--- src/rtl/dmem_arbiter.sv ---
// Two-port data-memory arbiter: CPU (a) and loader/DMA (b) share one memory port.
// Optional burst-hold for port b is compiled in with `define DMEM_ARB_LOCK_EN.
module dmem_arbiter (
    input  logic        clock,
    input  logic        reset,
    input  logic        a_req,
    input  logic        a_we,
    input  logic [1:0]  a_size,
    input  logic [31:0] a_addr,
    input  logic [31:0] a_wdata,
    output logic        a_gnt,
    output logic        a_rvalid,
    output logic [31:0] a_rdata,
    output logic        a_stall,
    input  logic        b_req,
    input  logic        b_we,
    input  logic [1:0]  b_size,
    input  logic [31:0] b_addr,
    input  logic [31:0] b_wdata,
`ifdef DMEM_ARB_LOCK_EN
    input  logic        b_lock,
`endif
    output logic        b_gnt,
    output logic        b_rvalid,
    output logic [31:0] b_rdata,
    output logic [31:0] mem_addr,
    output logic [31:0] mem_wdata,
    output logic        mem_re,
    output logic        mem_we,
    output logic [1:0]  mem_size,
    input  logic [31:0] mem_rdata
);

    typedef enum logic {
        IDLE      = 1'b0,
        READ_WAIT = 1'b1
    } state_t;

    state_t state, state_next;
    logic   last_grant, last_grant_next;
    logic   owner, owner_next;
    logic   lock_hold;
    logic   win_b;

`ifdef DMEM_ARB_LOCK_EN
    assign lock_hold = b_lock & last_grant;
`else
    assign lock_hold = 1'b0;
`endif

    always_ff @(posedge clock or posedge reset) begin
        if (reset) begin
            state      <= IDLE;
            last_grant <= 1'b1;
            owner      <= 1'b0;
        end else begin
            state      <= state_next;
            last_grant <= last_grant_next;
            owner      <= owner_next;
        end
    end

    always_comb begin
        state_next      = state;
        last_grant_next = last_grant;
        owner_next      = owner;
        win_b           = 1'b0;
        a_gnt           = 1'b0;
        b_gnt           = 1'b0;
        a_rvalid        = 1'b0;
        b_rvalid        = 1'b0;
        a_rdata         = '0;
        b_rdata         = '0;
        mem_addr        = '0;
        mem_wdata       = '0;
        mem_re          = 1'b0;
        mem_we          = 1'b0;
        mem_size        = '0;
        // Reset gates the combinational grant path so nothing reaches memory while held.
        if (!reset) begin
            unique case (state)
                IDLE: begin
                    if (a_req || b_req) begin
                        win_b           = b_req & (~a_req | ~last_grant | lock_hold);
                        last_grant_next = win_b;
                        if (win_b) begin
                            b_gnt     = 1'b1;
                            mem_addr  = b_addr;
                            mem_wdata = b_wdata;
                            mem_size  = b_size;
                            mem_we    = b_we;
                            mem_re    = ~b_we;
                        end else begin
                            a_gnt     = 1'b1;
                            mem_addr  = a_addr;
                            mem_wdata = a_wdata;
                            mem_size  = a_size;
                            mem_we    = a_we;
                            mem_re    = ~a_we;
                        end
                        if (mem_re) begin
                            state_next = READ_WAIT;
                            owner_next = win_b;
                        end
                    end
                end
                READ_WAIT: begin
                    state_next = IDLE;
                    if (owner) begin
                        b_rvalid = 1'b1;
                        b_rdata  = mem_rdata;
                    end else begin
                        a_rvalid = 1'b1;
                        a_rdata  = mem_rdata;
                    end
                end
                default: state_next = IDLE;
            endcase
        end
    end

    assign a_stall = a_req & ~((a_gnt & a_we) | a_rvalid);

endmodule

--- config.mk ---
export PLATFORM = sky130hd
export DESIGN_NAME = dmem_arbiter
export DESIGN_NICKNAME = d
export VERILOG_FILES = /design/src/rtl/dmem_arbiter.sv
export SDC_FILE = /design/constraint.sdc
export NUM_CORES = 1
export LEC_CHECK = 0
export ABC_CLOCK_PERIOD_IN_PS = 3500
export BUFFER_PORTS_ARGS = -buffer_cell sky130_fd_sc_hd__buf_4
export CELL_PAD_IN_SITES_DETAIL_PLACEMENT = 0
export CELL_PAD_IN_SITES_GLOBAL_PLACEMENT = 2
export CORE_MARGIN = 2
export CORE_UTILIZATION = 10
export DETAILED_ROUTE_END_ITERATION = 12
export PLACE_DENSITY_LB_ADDON = 0.1
export SETUP_SLACK_MARGIN = 0.15
export SKIP_CTS_REPAIR_TIMING = 1
export SLEW_MARGIN = 5
export SYNTH_ARGS = -nofsm -noshare
export SYNTH_HDL_FRONTEND = slang
export SYNTH_SLANG_ARGS = --single-unit
--- constraint.sdc ---
create_clock -name clock -period 3.5 [get_ports clock]
set_input_delay 1.05 -clock clock [delete_from_list [all_inputs] [get_ports clock]]
set_output_delay 1.05 -clock clock [all_outputs]
set_load 0.005 [all_outputs]
* After elaboration in Yosys (flattened, before gate mapping) *
Cells that the tools add are included.

storage, ports and cells
  bits in registers = 3
  input port bits = 170

cells by class
  multiplexer cells = 46
  bitwise gates (word level) = 12
  reduce and logical (&&, ||, !) cells = 3

operators with widths
  kind                             number
  two-way mux 32 bit               14
  two-way mux 1 bit                27
  two-way mux 2 bit                4
  NOT 1 bit                        7
  AND reduction 4 bit              1
  bitwise AND 1 bit                3
  AND reduction 3 bit              1
  bitwise OR 1 bit                 2
  case mux 1 bit (2 select lines)  1
  logical OR 1 bit                 1

* Longest topological paths before layout *
Gate-level depths: netlist of run 1.

  depth in word-level cells = 11
  depth in mapped cells = 7
  mapped depth without buffers = 3

* Worst setup path after synthesis of run 1 *
OpenSTA, ideal clock, no wires.

  path type = input to output
  start = in a_req
  end = out mem_wdata[10]
  arrival time = 1.883 ns
  required time = 2.450 ns
  setup slack = 0.567 ns
  stages on the path = 7
  path through = buf_2 > a21bo_1 > buf_2 > buf_6 > buf_6 > nand2_1 > a21oi_1

on the way
  longest elaborated chain between the ends = 7
  elaborated cells on any way between the ends = 8
  classes of those cells = mux: 4; bitwise: 3; reduce/logical: 1

RTL lines
  element                 RTL line  RTL
  from (decl)             6         input logic a_req,
  NOT 1 bit               84        win_b = b_req & (~a_req | ~last_grant | lock_hold);
  bitwise OR 1 bit        84
  bitwise AND 1 bit       84
  two-way mux 32 bit      86        if (win_b) begin
  two-way mux 32 bit (*)  83        if (a_req || b_req) begin
  two-way mux 32 bit (*)  81        unique case (state)
  two-way mux 32 bit (*)  80        if (!reset) begin
  to (decl)               27        output logic [31:0] mem_wdata,

Mark *: on every way between the ends. The rest lies on a longest branch, timed or not.

* Final worst setup path of run 1 *
  start = in reset
  end = out mem_wdata[24]

on the way
  longest elaborated chain between the ends = 1

RTL lines
  element             RTL line  RTL
  from (decl)         5         input logic reset,
  two-way mux 32 bit  80

Every way passes these cells.

==> results, run 1 <==
- Synthesis inferred 3 register bits.
- The global-route wire length before repair is between 15000 and 20000 µm.
- The maximum number of pins on one net before global-route repair is 69.
- Summed over all failing endpoints, the final setup total negative slack is 0 ps.
- The number of endpoints with negative hold slack in the final report came to 0.
- Setup repair after global routing left no endpoint under its margin.
- The aggregate global-route resource usage is between 10% and 20%.
- The number of antenna violations at the first check in global routing is 0.
- The number of cells on the worst hold path is 2.
- The average size of a mapped cell is 5.13 µm².
- For this run, the number of Yosys warnings is 0.
- The final max-slew violation count came to 0.
- The total clock buffers created by CTS is 3.
- The startpoint of the tightest hold check path is owner.
- For the pin with the worst max-slew slack, the measured transition is 320 ps.
- The largest fanout of any net on the critical path is 68.
- The detailed router placed 3128 vias in this run.
- The power per cell area is roughly 210 nW/µm².
- For the worst flop-to-flop path, the logic depth is 4.
- In this run the standard cell core region covers 15900 µm².
- The initial core utilization is 10.3%.
- Across the run, the number of max-cap violations was 0.
- The total inserted antenna cells is 0.
- The count of port buffers added during placement is 306.
- The element type at the critical path end is an output port.
- Setup violations remaining at the end of the flow were counted as 0.
- The routed design has between 10000 and 15000 µm of wire.
- The insertion delay to the later sink of the worst-skew pair is between 200 and 250 ps.
- The residual antenna-violating net count after detailed routing is 0.
- The number of remaining DRC errors is 0.
- The net count of the finished layout is 778.
- In this run the vertical extent of the chip is between 100 and 150 µm.
- Leaving out fill and tap cells, the most frequent cells in the layout are sky130_fd_sc_hd__buf_4 (309), sky130_fd_sc_hd__nand2_1 (135), sky130_fd_sc_hd__a21oi_1 (70), sky130_fd_sc_hd__and2_1 (64), sky130_fd_sc_hd__buf_12 (4).
- The static power due to leakage is about 2.3 nW.
- In this run the number of H-tree levels came out at 1.
- Synthesis produced a netlist with a net count of between 400 and 500.
- Cells with a size suffix above 1 make up a little over half of the layout.
- In this run the worst hold path is classified as reg -> reg.
- The number of optimization iterations in the first detailed-route pass is 4.
- The signed area change from the synthesized netlist to the final layout is 158%.
- Counting every instance in the synthesized netlist gives 319.
- The clock tree from TritonCTS is done.
- approximately 310 I/O pins were placed.
- Summed over all nets, the half-perimeter wirelength after detailed placement is around 8800 µm.
- At the end of routability-driven placement, the weighted congestion stood at a little under 0.8.
- The worst register-to-register path ends at state.
- The mapped cell area is between 1500 and 2000 µm².
- The worst endpoint required time is about 2500 ps.
- The end of the worst hold path is owner.
- The total congestion overflow after global routing is 0.
- The width of the die is ~130 µm.
- The via count of the first global-routing pass is 3009.
- The cell at the root of the clock tree is sky130_fd_sc_hd__clkbuf_16.
- The startpoint identified for the worst register-to-register timing path is last_grant.
- The tightest hold path in the finished design has a slack of 562 ps.
- The remaining max-slew budget at the tightest pin is between 70% and 80%.
- The worst ir drop on vdd is ~0.00013 V.
- The share of the clock period used by the worst path after layout is about nine tenths.
- The number of buffers on the longest clock path is 2.
- The number of clock sinks is 3.
- The post-detailed-route via-to-cell ratio is roughly 3.8.
- The initial detailed-routing violation count is 75.
- The standard-cell row count is 46.
- The die covers around 17000 µm².
- The data arrival time at the worst-slack endpoint is around 2200 ps.
- The startpoint class of the critical path is an input port.
- In this run the register-to-register setup slack is 1960 ps.
- The setup skew after layout is 0.401 ps.
- The worst setup path is of the in -> out kind.
- The average wire length per cell after detail routing is 13.2 µm.
- Based on the critical path, the design can be clocked at up to about 0.31 GHz.
- Sequential elements use under 10% of the synthesized area.
- The time the final worst path needs with I/O delays and setup is between 3000 and 4000 ps.
- The number of different library cells used by synthesis comes to 21.
- After clock tree synthesis, the clock-pin slew on the worst setup and hold paths is approximately 30 ps.
- The run finished with clean final reports.
- Leaving out fill and tap cells, the most frequent cell in the layout is sky130_fd_sc_hd__buf_4.
## per-stage QoR
| step | instance area, µm² | instances | utilization [%] | power (mW) | setup WS, ps |
|---|---|---|---|---|---|
| final | 4230 | 823 | 26.5 | 0.896 | 297 |
| after global routing | 4230 | 823 | 26.5 | 0.977 | 227 |
| after CTS | 4230 | 823 | 26.5 | 0.916 | 273 |
| after detailed placement | 4150 | 819 | 26.0 | 0.729 | 275 |
| after global placement | 4150 | 819 | 26.0 | 0.734 | 283 |
| after floorplan | 1640 | 319 | - | 0.344 | 567 |
## cells by family (layout without fill, tap and decap cells)
kind of cell | count (synthesis) | count (layout) | synth area share [%]
compound gates | 77 | 77 | 25.2
simple gates | 207 | 207 | 58.7
buf+inv | 32 | 320 | 11.5
flops | 3 | 3 | 4.66
## where the power goes
part | switching [mW] | leakage [nW] | total [mW] | internal [mW]
clock network | 0.0308 | 0.0382 | 0.181 | 0.150
logic | 0.290 | 2.25 | 0.651 | 0.360
registers | 0.0151 | 0.0353 | 0.0643 | 0.0492
total | 0.336 | 2.32 | 0.896 | 0.560
## routing by layer
| layer | up-vias | GRT usage (%) | wire, µm |
|---|---|---|---|
| met1 | 1363 | 11.7 | 3710 |
| met2 | 173 | 23.4 | 6040 |
| met5 | - | 0 | 0 |
| li1 | 1588 | - | - |
| met3 | 4 | 3.31 | 1080 |
| met4 | 0 | 2.36 | 67 |
## synthesized netlist by cell type
library cell,count,area [µm²]
sky130_fd_sc_hd__nand2_1,135,507
sky130_fd_sc_hd__a21oi_1,70,350
sky130_fd_sc_hd__and2_1,64,400
sky130_fd_sc_hd__buf_2,12,60.1
sky130_fd_sc_hd__clkbuf_1,10,37.5
sky130_fd_sc_hd__buf_6,7,78.8
sky130_fd_sc_hd__and3_1,3,18.8
sky130_fd_sc_hd__inv_1,3,11.3
sky130_fd_sc_hd__dfrtp_1,2,50.1
sky130_fd_sc_hd__nand2b_1,2,12.5
sky130_fd_sc_hd__a21bo_1,1,10.0
sky130_fd_sc_hd__a21boi_2,1,11.3
sky130_fd_sc_hd__a31oi_1,1,6.26
sky130_fd_sc_hd__a32o_1,1,10.0
sky130_fd_sc_hd__a41oi_1,1,8.76
sky130_fd_sc_hd__dfstp_2,1,26.3
sky130_fd_sc_hd__nor2_1,1,3.75
sky130_fd_sc_hd__nor2_2,1,6.26
sky130_fd_sc_hd__nor3b_2,1,12.5
sky130_fd_sc_hd__o21a_1,1,7.51
sky130_fd_sc_hd__o21ai_2,1,8.76
## layout make-up
cell class              instances  area [µm²]
fillers                      1811       11700
flip-flops and latches          3        76.3
multi-input cells             284        1390
repair buffers                313        2400
clock buffers                   4        78.8
well taps                     216         270
inverters                       3        11.3
## worst max path at each step
| stage | slack [ps] | to | from | cells past startpoint |
|---|---|---|---|---|
| 3_3_place_gp | 280 | mem_wdata[24] | reset | 6 |
| 6_report | 300 | mem_wdata[24] | reset | 6 |
| 4_1_cts | 270 | mem_wdata[24] | reset | 6 |
| 3_5_place_dp | 280 | mem_wdata[24] | reset | 6 |
| 2_1_floorplan | 570 | mem_wdata[10] | a_req | 7 |
| 5_1_grt | 230 | mem_we | b_req | 6 |
## worst max-delay path, cell delays in order
cell and delay (ps):
sky130_fd_sc_hd__buf_4 130, sky130_fd_sc_hd__nor2_2 240, sky130_fd_sc_hd__o21ai_4 100, sky130_fd_sc_hd__buf_12 210, sky130_fd_sc_hd__a21oi_1 220, sky130_fd_sc_hd__buf_4 150
## sequential cells by signal, summed over array words and instances (netlist names)
| name | count |
|---|---|
| last_grant | 1 |
| owner | 1 |
| state | 1 |
Power figures use the tool's default switching activity.
==> run 2, diff against run 1 <==
- ABC_CLOCK_PERIOD_IN_PS: 3500 -> 4000
- clock period: 3.5 -> 4 ns (I/O delays scaled with it)
==> results, run 2 (synthesis results as in run 1) <==
- Traced cell by cell, the critical path runs through buf_4 > a21bo_2 > buf_4 > nand2_1 > a21oi_1 > buf_4.
- Leaving out fill and tap cells, the most frequent cells in the layout are sky130_fd_sc_hd__buf_4 (310), sky130_fd_sc_hd__nand2_1 (135), sky130_fd_sc_hd__a21oi_1 (70), sky130_fd_sc_hd__and2_1 (64), sky130_fd_sc_hd__buf_12 (4).
- The detailed placement HPWL was 8960 µm (+1.4%).
- In this run the worst hold path is classified as reg -> reg.
- The via count of the first global-routing pass is 2993 (-0.53%).
- The setup TNS after final layout came to 0 ps (unchanged).
- The number of antenna violations at the first check in global routing is 0 (unchanged).
- The remaining max-slew budget at the tightest pin is 78.8% (+0.16 points).
- The number of nets at the end of the flow is 779 (+0.13%).
- The initial detailed-routing violation count was 73 (-2.7%).
- The max-cap check violation count is 0 (unchanged).
- The post-CTS clock slew at the launch and capture registers of the worst setup and hold paths is 30 ps (about the same).
- The setup skew after layout is 3.27 ps (+2.87 ps).
- The total clock buffers created by CTS is 3 (unchanged).
- The number of optimization iterations in the first detailed-route pass is 4 (unchanged).
- The data arrival time at the worst-slack endpoint is 2290 ps (+140 ps).
- The maximum level of the CTS H-tree came to 1 (unchanged).
- Setup repair after global routing left no endpoint under its margin.
- The wire length reported by the detailed router came to 11000 µm (+1.1%).
- The weighted congestion reported at the end of routability-driven placement came to 0.773 (+0.59%).
- The aggregate global-route resource usage was 11.7% (+0.10 points).
- The total inserted antenna cells is 0 (unchanged).
- The final setup violation count is 0 (unchanged).
- The count of buffering cells on the critical path with inverters included is 3 (unchanged).
- The number of endpoints with negative hold slack in the final report is 0 (unchanged).
- The worst ir drop on vdd was 0.000123 V (-4.8%).
- Subtracting the final worst setup slack from the clock period gives ~3500 ps.
- The insertion delay to the later sink of the worst-skew pair is 230 ps (about the same).
- The power per cell area is 187 nW/µm² (-12%).
- Derived from the worst setup path, the maximum achievable clock frequency is 0.286 GHz.
- The residual antenna-violating net count after detailed routing came to 0 (unchanged).
- The average wire length per cell after detail routing is 13.4 µm (+0.99%).
- The initial core utilization is 10.3% (unchanged).
- The height of the die is 132 µm (unchanged).
- The count of port buffers added during placement is 306 (unchanged).
- The post-detailed-route via-to-cell ratio came to 3.80 (about the same).
- The static power due to leakage came to 2.33 nW (+0.28%).
- The number of clock sinks was 3 (unchanged).
- On the critical path the largest part of the delay comes from buffers and inverters.
- The run finished with clean final reports.
- The area of the die is 17400 µm² (unchanged).
- The largest individual stage delay along the critical path comes from the cell sky130_fd_sc_hd__buf_4.
- The library cell used most frequently in the layout, excluding fill and tap cells, is sky130_fd_sc_hd__buf_4.
- The via count is 3130 (+0.064%).
- The worst-case hold slack is 562 ps (-0.504 ps).
- The delay of the slowest cell on the worst path is 270 ps (+30 ps).
- Among the stages of the critical path, the cell type that occurs most often is sky130_fd_sc_hd__buf_4.
- The number of remaining DRC errors came to 0 (unchanged).
- The worst setup path is captured at an output port.
- The cell sitting at the root of the clock tree is a sky130_fd_sc_hd__clkbuf_16.
- The total congestion overflow after global routing is 0 (unchanged).
- The largest fanout of any net on the critical path came to 23 (-66%).
- The maximum number of pins on one net before global-route repair came to 69 (unchanged).
- The transition time at the pin with the least slew margin is 318 ps (-2.45 ps).
- The width of the die is 132 µm (unchanged).
- The final-layout fill cell count is 1828 (+0.94%).
- Relative to the synthesized area, the layout overhead comes to 158%.
- The worst endpoint required time is 2800 ps (+350 ps).
- The global-route wire length before repair was 16400 µm (+0.55%).
- The setup path with the least slack is of type in -> out.
- The final max-slew violation count was 0 (unchanged).
- The clock tree from TritonCTS is done.
- The number of buffers on the longest clock path is 2 (unchanged).
- In the final layout, the registers with the most flip-flops are last_grant: 1 flops, owner: 1 flops, state: 1 flops.
- The standard-cell row count came to 46 (unchanged).
- The worst path uses roughly 87% of the clock period.
- The share of cells above drive strength 1 came to 53.1% (+0.077 points).
- The startpoint class of the critical path is an input port.
- The area of the core region is 15900 µm² (unchanged).
- The number of ports placed on the die boundary is 307 (unchanged).
-- run 2: cell types whose count changed in the layout (fill, tap and decap cells not counted), sizes merged --
cell / before / now
buf: 313 / 314
-- run 2: layer usage --
layer  wire length, µm  vias to the layer above  track usage, %
met5                 0                        -               0
met1              3780                     1365            12.4
met4               123                        0            2.78
li1                  -                     1588               -
met3              1110                        6            3.38
met2              6010                      171            22.5
-- run 2: worst reg2reg max path, delay by kind of cell, from the launching register on --
kind | cells | cell delay, ps
AND/OR/NAND/NOR | 1 | 140
buffers and inverters | 1 | 270
flip-flops | 1 | 580
AO/OA/AOI/OAI | 2 | 430
-- run 2: final timing paths --
path                            cells past startpoint    endpoint  startpoint  slack [ps]
worst max register to register                      4       state  last_grant        2470
worst min-delay path                                2  last_grant  last_grant         560
max in group asynchronous                           2  last_grant       reset        2900
min in group asynchronous                           2       owner       reset         880
worst min register to register                      2  last_grant  last_grant         560
worst max-delay path                                6      mem_we       b_req         510
-- run 2: layout make-up --
type                       count  area (µm²)  share of cell area (%)
clock buffer                   4        78.8                    1.86
sequential                     3        76.3                    1.80
multi-input combinational    284        1390                    32.8
inverter                       3        11.3                   0.266
tap                          216         270                    6.38
timing repair buffer         314        2410                    56.9
-- run 2: power by group --
part	total, mW	internal [mW]	switching [mW]
clock	0.162	0.132	0.0306
combinational	0.572	0.318	0.254
sequential	0.0559	0.0430	0.0130
total	0.790	0.492	0.298
-- run 2: through the flow --
| step | utilization, % | total power [mW] | instances | worst slack, ps | area (µm²) |
|---|---|---|---|---|---|
| final | 26.6 | 0.790 | 824 | 508 | 4230 |
| after floorplan | - | 0.301 | 319 | 767 | 1640 |
| after CTS | 26.6 | 0.807 | 824 | 471 | 4230 |
| after global routing | 26.6 | 0.860 | 824 | 413 | 4230 |
| after global placement | 26.1 | 0.645 | 820 | 489 | 4150 |
| after detailed placement | 26.1 | 0.641 | 820 | 476 | 4150 |
==> run 3, diff against run 2 <==
- GPL_ROUTABILITY_DRIVEN: unset -> 0
- MAX_ROUTING_LAYER: unset -> met4
==> results, run 3 (synthesis results as in run 1) <==
- The launch instance of the worst register-to-register path is last_grant.
- The total clock buffers created by CTS was 3 (unchanged).
- In the final layout, the registers with the most flip-flops are last_grant: 1 flops, owner: 1 flops, state: 1 flops.
- The number of antenna violations at the first check in global routing was 0 (unchanged).
- The startpoint of the tightest hold check path is last_grant.
- The average wire length per cell after detail routing is 13.4 µm (-0.12%).
- The area of the die was 17400 µm² (unchanged).
- The standard-cell row count is 46 (unchanged).
- The internal power summed over all cells came to 0.492 mW (about the same).
- The transition time at the pin with the least slew margin is 316 ps (-2.11 ps).
- The net switching component of the power is 0.298 mW (+0.11%).
- The detailed placement HPWL is 8960 µm (unchanged).
- The clock group share of total power is 20.6% (about the same).
- The final setup slack of the worst path is 504 ps (-3.80 ps).
- The static power due to leakage is 2.33 nW (unchanged).
- The worst hold path terminates at last_grant.
- The residual antenna-violating net count after detailed routing is 0 (unchanged).
- The share of cells above drive strength 1 came to 53.1% (unchanged).
- The initial core utilization is 10.3% (unchanged).
- The via count of the first global-routing pass is 3000 (+0.23%).
- The number of cell instances on the worst register-to-register path was 4 (unchanged).
- The share of total power in combinational logic is 72.4% (about the same).
- The data arrival time at the worst-slack endpoint is 2300 ps (about the same).
- The root buffer cell chosen for the clock tree is sky130_fd_sc_hd__clkbuf_16.
- The wire length reported by the detailed router was 11000 µm (-0.12%).
- The signed area change from the synthesized netlist to the final layout is 158% (unchanged).
- The worst ir drop on vdd is 0.000123 V (about the same).
- The insertion delay to the later sink of the worst-skew pair is 230 ps (about the same).
- The final-layout fill cell count is 1828 (unchanged).
- The worst endpoint required time came to 2800 ps (about the same).
- The fmax is 0.286 GHz (-0.11%).
- The number of nets at the end of the flow came to 779 (unchanged).
- The flow ran to the end, and the final reports show no timing, DRC or antenna violations.
- The top cell types in the final layout, fill and taps aside, are sky130_fd_sc_hd__buf_4 (310), sky130_fd_sc_hd__nand2_1 (135), sky130_fd_sc_hd__a21oi_1 (70), sky130_fd_sc_hd__and2_1 (64), sky130_fd_sc_hd__buf_12 (4).
- The max-cap check violation count was 0 (unchanged).
- The count of port buffers added during placement is 306 (unchanged).
- The area of the core region is 15900 µm² (unchanged).
- The register share of total power is 7.1% (about the same).
- The number of cells on the worst hold path is 2 (unchanged).
- The element type at the critical path end is an output port.
- The library cell used most frequently in the layout, excluding fill and tap cells, is sky130_fd_sc_hd__buf_4.
- The number of endpoints with negative hold slack in the final report is 0 (unchanged).
- The setup TNS after final layout was 0 ps (unchanged).
- The final setup violation count was 0 (unchanged).
- The maximum number of pins on one net before global-route repair is 69 (unchanged).
- The height of the die came to 132 µm (unchanged).
- The number of buffers on the longest clock path is 2 (unchanged).
- STA classifies the critical path startpoint as an input port.
- The remaining max-slew budget at the tightest pin is 78.9% (+0.14 points).
- The global-route wire length before repair came to 16400 µm (-0.42%).
- TritonCTS built the clock tree.
- The overall power after layout is 0.791 mW (about the same).
- The fraction of the core area covered by cells at the end of the flow is 26.6% (unchanged).
- The power per cell area is 187 nW/µm² (about the same).
- The initial detailed-routing violation count is 80 (+9.6%).
- The post-detailed-route via-to-cell ratio is 3.81 (+0.32%).
- Setup repair after global routing left no endpoint under its margin.
- The reg-to-reg endpoint is state.
- The post-CTS clock slew at the launch and capture registers of the worst setup and hold paths came to 30 ps (about the same).
- The number of remaining DRC errors is 0 (unchanged).
- The reg-to-reg setup timing slack is 2470 ps (about the same).
- The switching power share of the total is 37.7% (about the same).
- The worst hold path belongs to the class reg -> reg.
- The aggregate global-route resource usage is 12.0% (+0.34 points).
- The number of optimization iterations in the first detailed-route pass is 4 (unchanged).
- The number of ports placed on the die boundary is 307 (unchanged).
- The maximum level of the CTS H-tree is 1 (unchanged).
- The via count is 3140 (+0.32%).
- The largest fanout of any net on the critical path is 23 (unchanged).
- The share of the clock period used by the worst path after layout is 87.4% (+0.095 points).
- The final max-slew violation count is 0 (unchanged).
- The number of clock sinks was 3 (unchanged).
- The setup path with the least slack is of type in -> out.
- The total inserted antenna cells came to 0 (unchanged).
- The time the final worst path needs with I/O delays and setup is 3500 ps (+3.80 ps).
- The width of the die is 132 µm (unchanged).
- The setup skew after layout is 3.27 ps (unchanged).
- The total congestion overflow after global routing was 0 (unchanged).
- The post-placement setup slack came to 476 ps (unchanged).
==> run 3: final cells by class <==
class	instances	area [µm²]	area share [%]
Multi-Input combinational cell	284	1390	32.8
Inverter	3	11.3	0.266
Sequential cell	3	76.3	1.80
Clock buffer	4	78.8	1.86
Timing Repair Buffer	314	2410	56.9
Tap cell	216	270	6.38
==> run 3: through the flow <==
| stage | area [µm²] | hold WS [ps] | std cells |
|---|---|---|---|
| finish | 4230 | 562 | 824 |
| floorplan | 1640 | 511 | 319 |
| global placement | 4150 | 546 | 820 |
| detailed placement | 4150 | 556 | 820 |
| CTS | 4230 | 562 | 824 |
| global route | 4230 | 600 | 824 |
==> run 3: how the worst max path moves through the flow <==
stage	startpoint	to	slack [ps]
after global placement	b_req	mem_re	490
after CTS	b_req	mem_we	470
after global routing	b_req	mem_we	410
final	b_req	mem_we	500
after detailed placement	b_req	mem_we	480
after floorplan	a_req	mem_wdata[10]	770
==> run 3: critical path, cell delays in order <==
cell and delay [ps]:
sky130_fd_sc_hd__buf_4 140, sky130_fd_sc_hd__a21bo_2 230, sky130_fd_sc_hd__buf_4 270, sky130_fd_sc_hd__nand2_1 140, sky130_fd_sc_hd__a21oi_1 170, sky130_fd_sc_hd__buf_4 140
==> run 3: per-layer routing <==
layer | vias to the layer above | track usage, % | share of wire [%]
met5 | - | - | 0
met4 | 0 | 2.78 | 1.1
met3 | 6 | 2.42 | 8.5
met2 | 171 | 22.6 | 55
met1 | 1375 | 12.9 | 35
li1 | 1588 | - | -
==> run 3: power by group through the flow <==
| stage | clock (mW) | sequential, mW | combinational [mW] |
|---|---|---|---|
| 5_1_grt | 0.169 | 0.0575 | 0.633 |
| 2_1_floorplan | 0 | 0.0520 | 0.249 |
| 4_1_cts | 0.164 | 0.0561 | 0.587 |
| 3_5_place_dp | 0 | 0.0562 | 0.585 |
| 3_3_place_gp | 0 | 0.0560 | 0.589 |
| 6_report | 0.162 | 0.0559 | 0.572 |
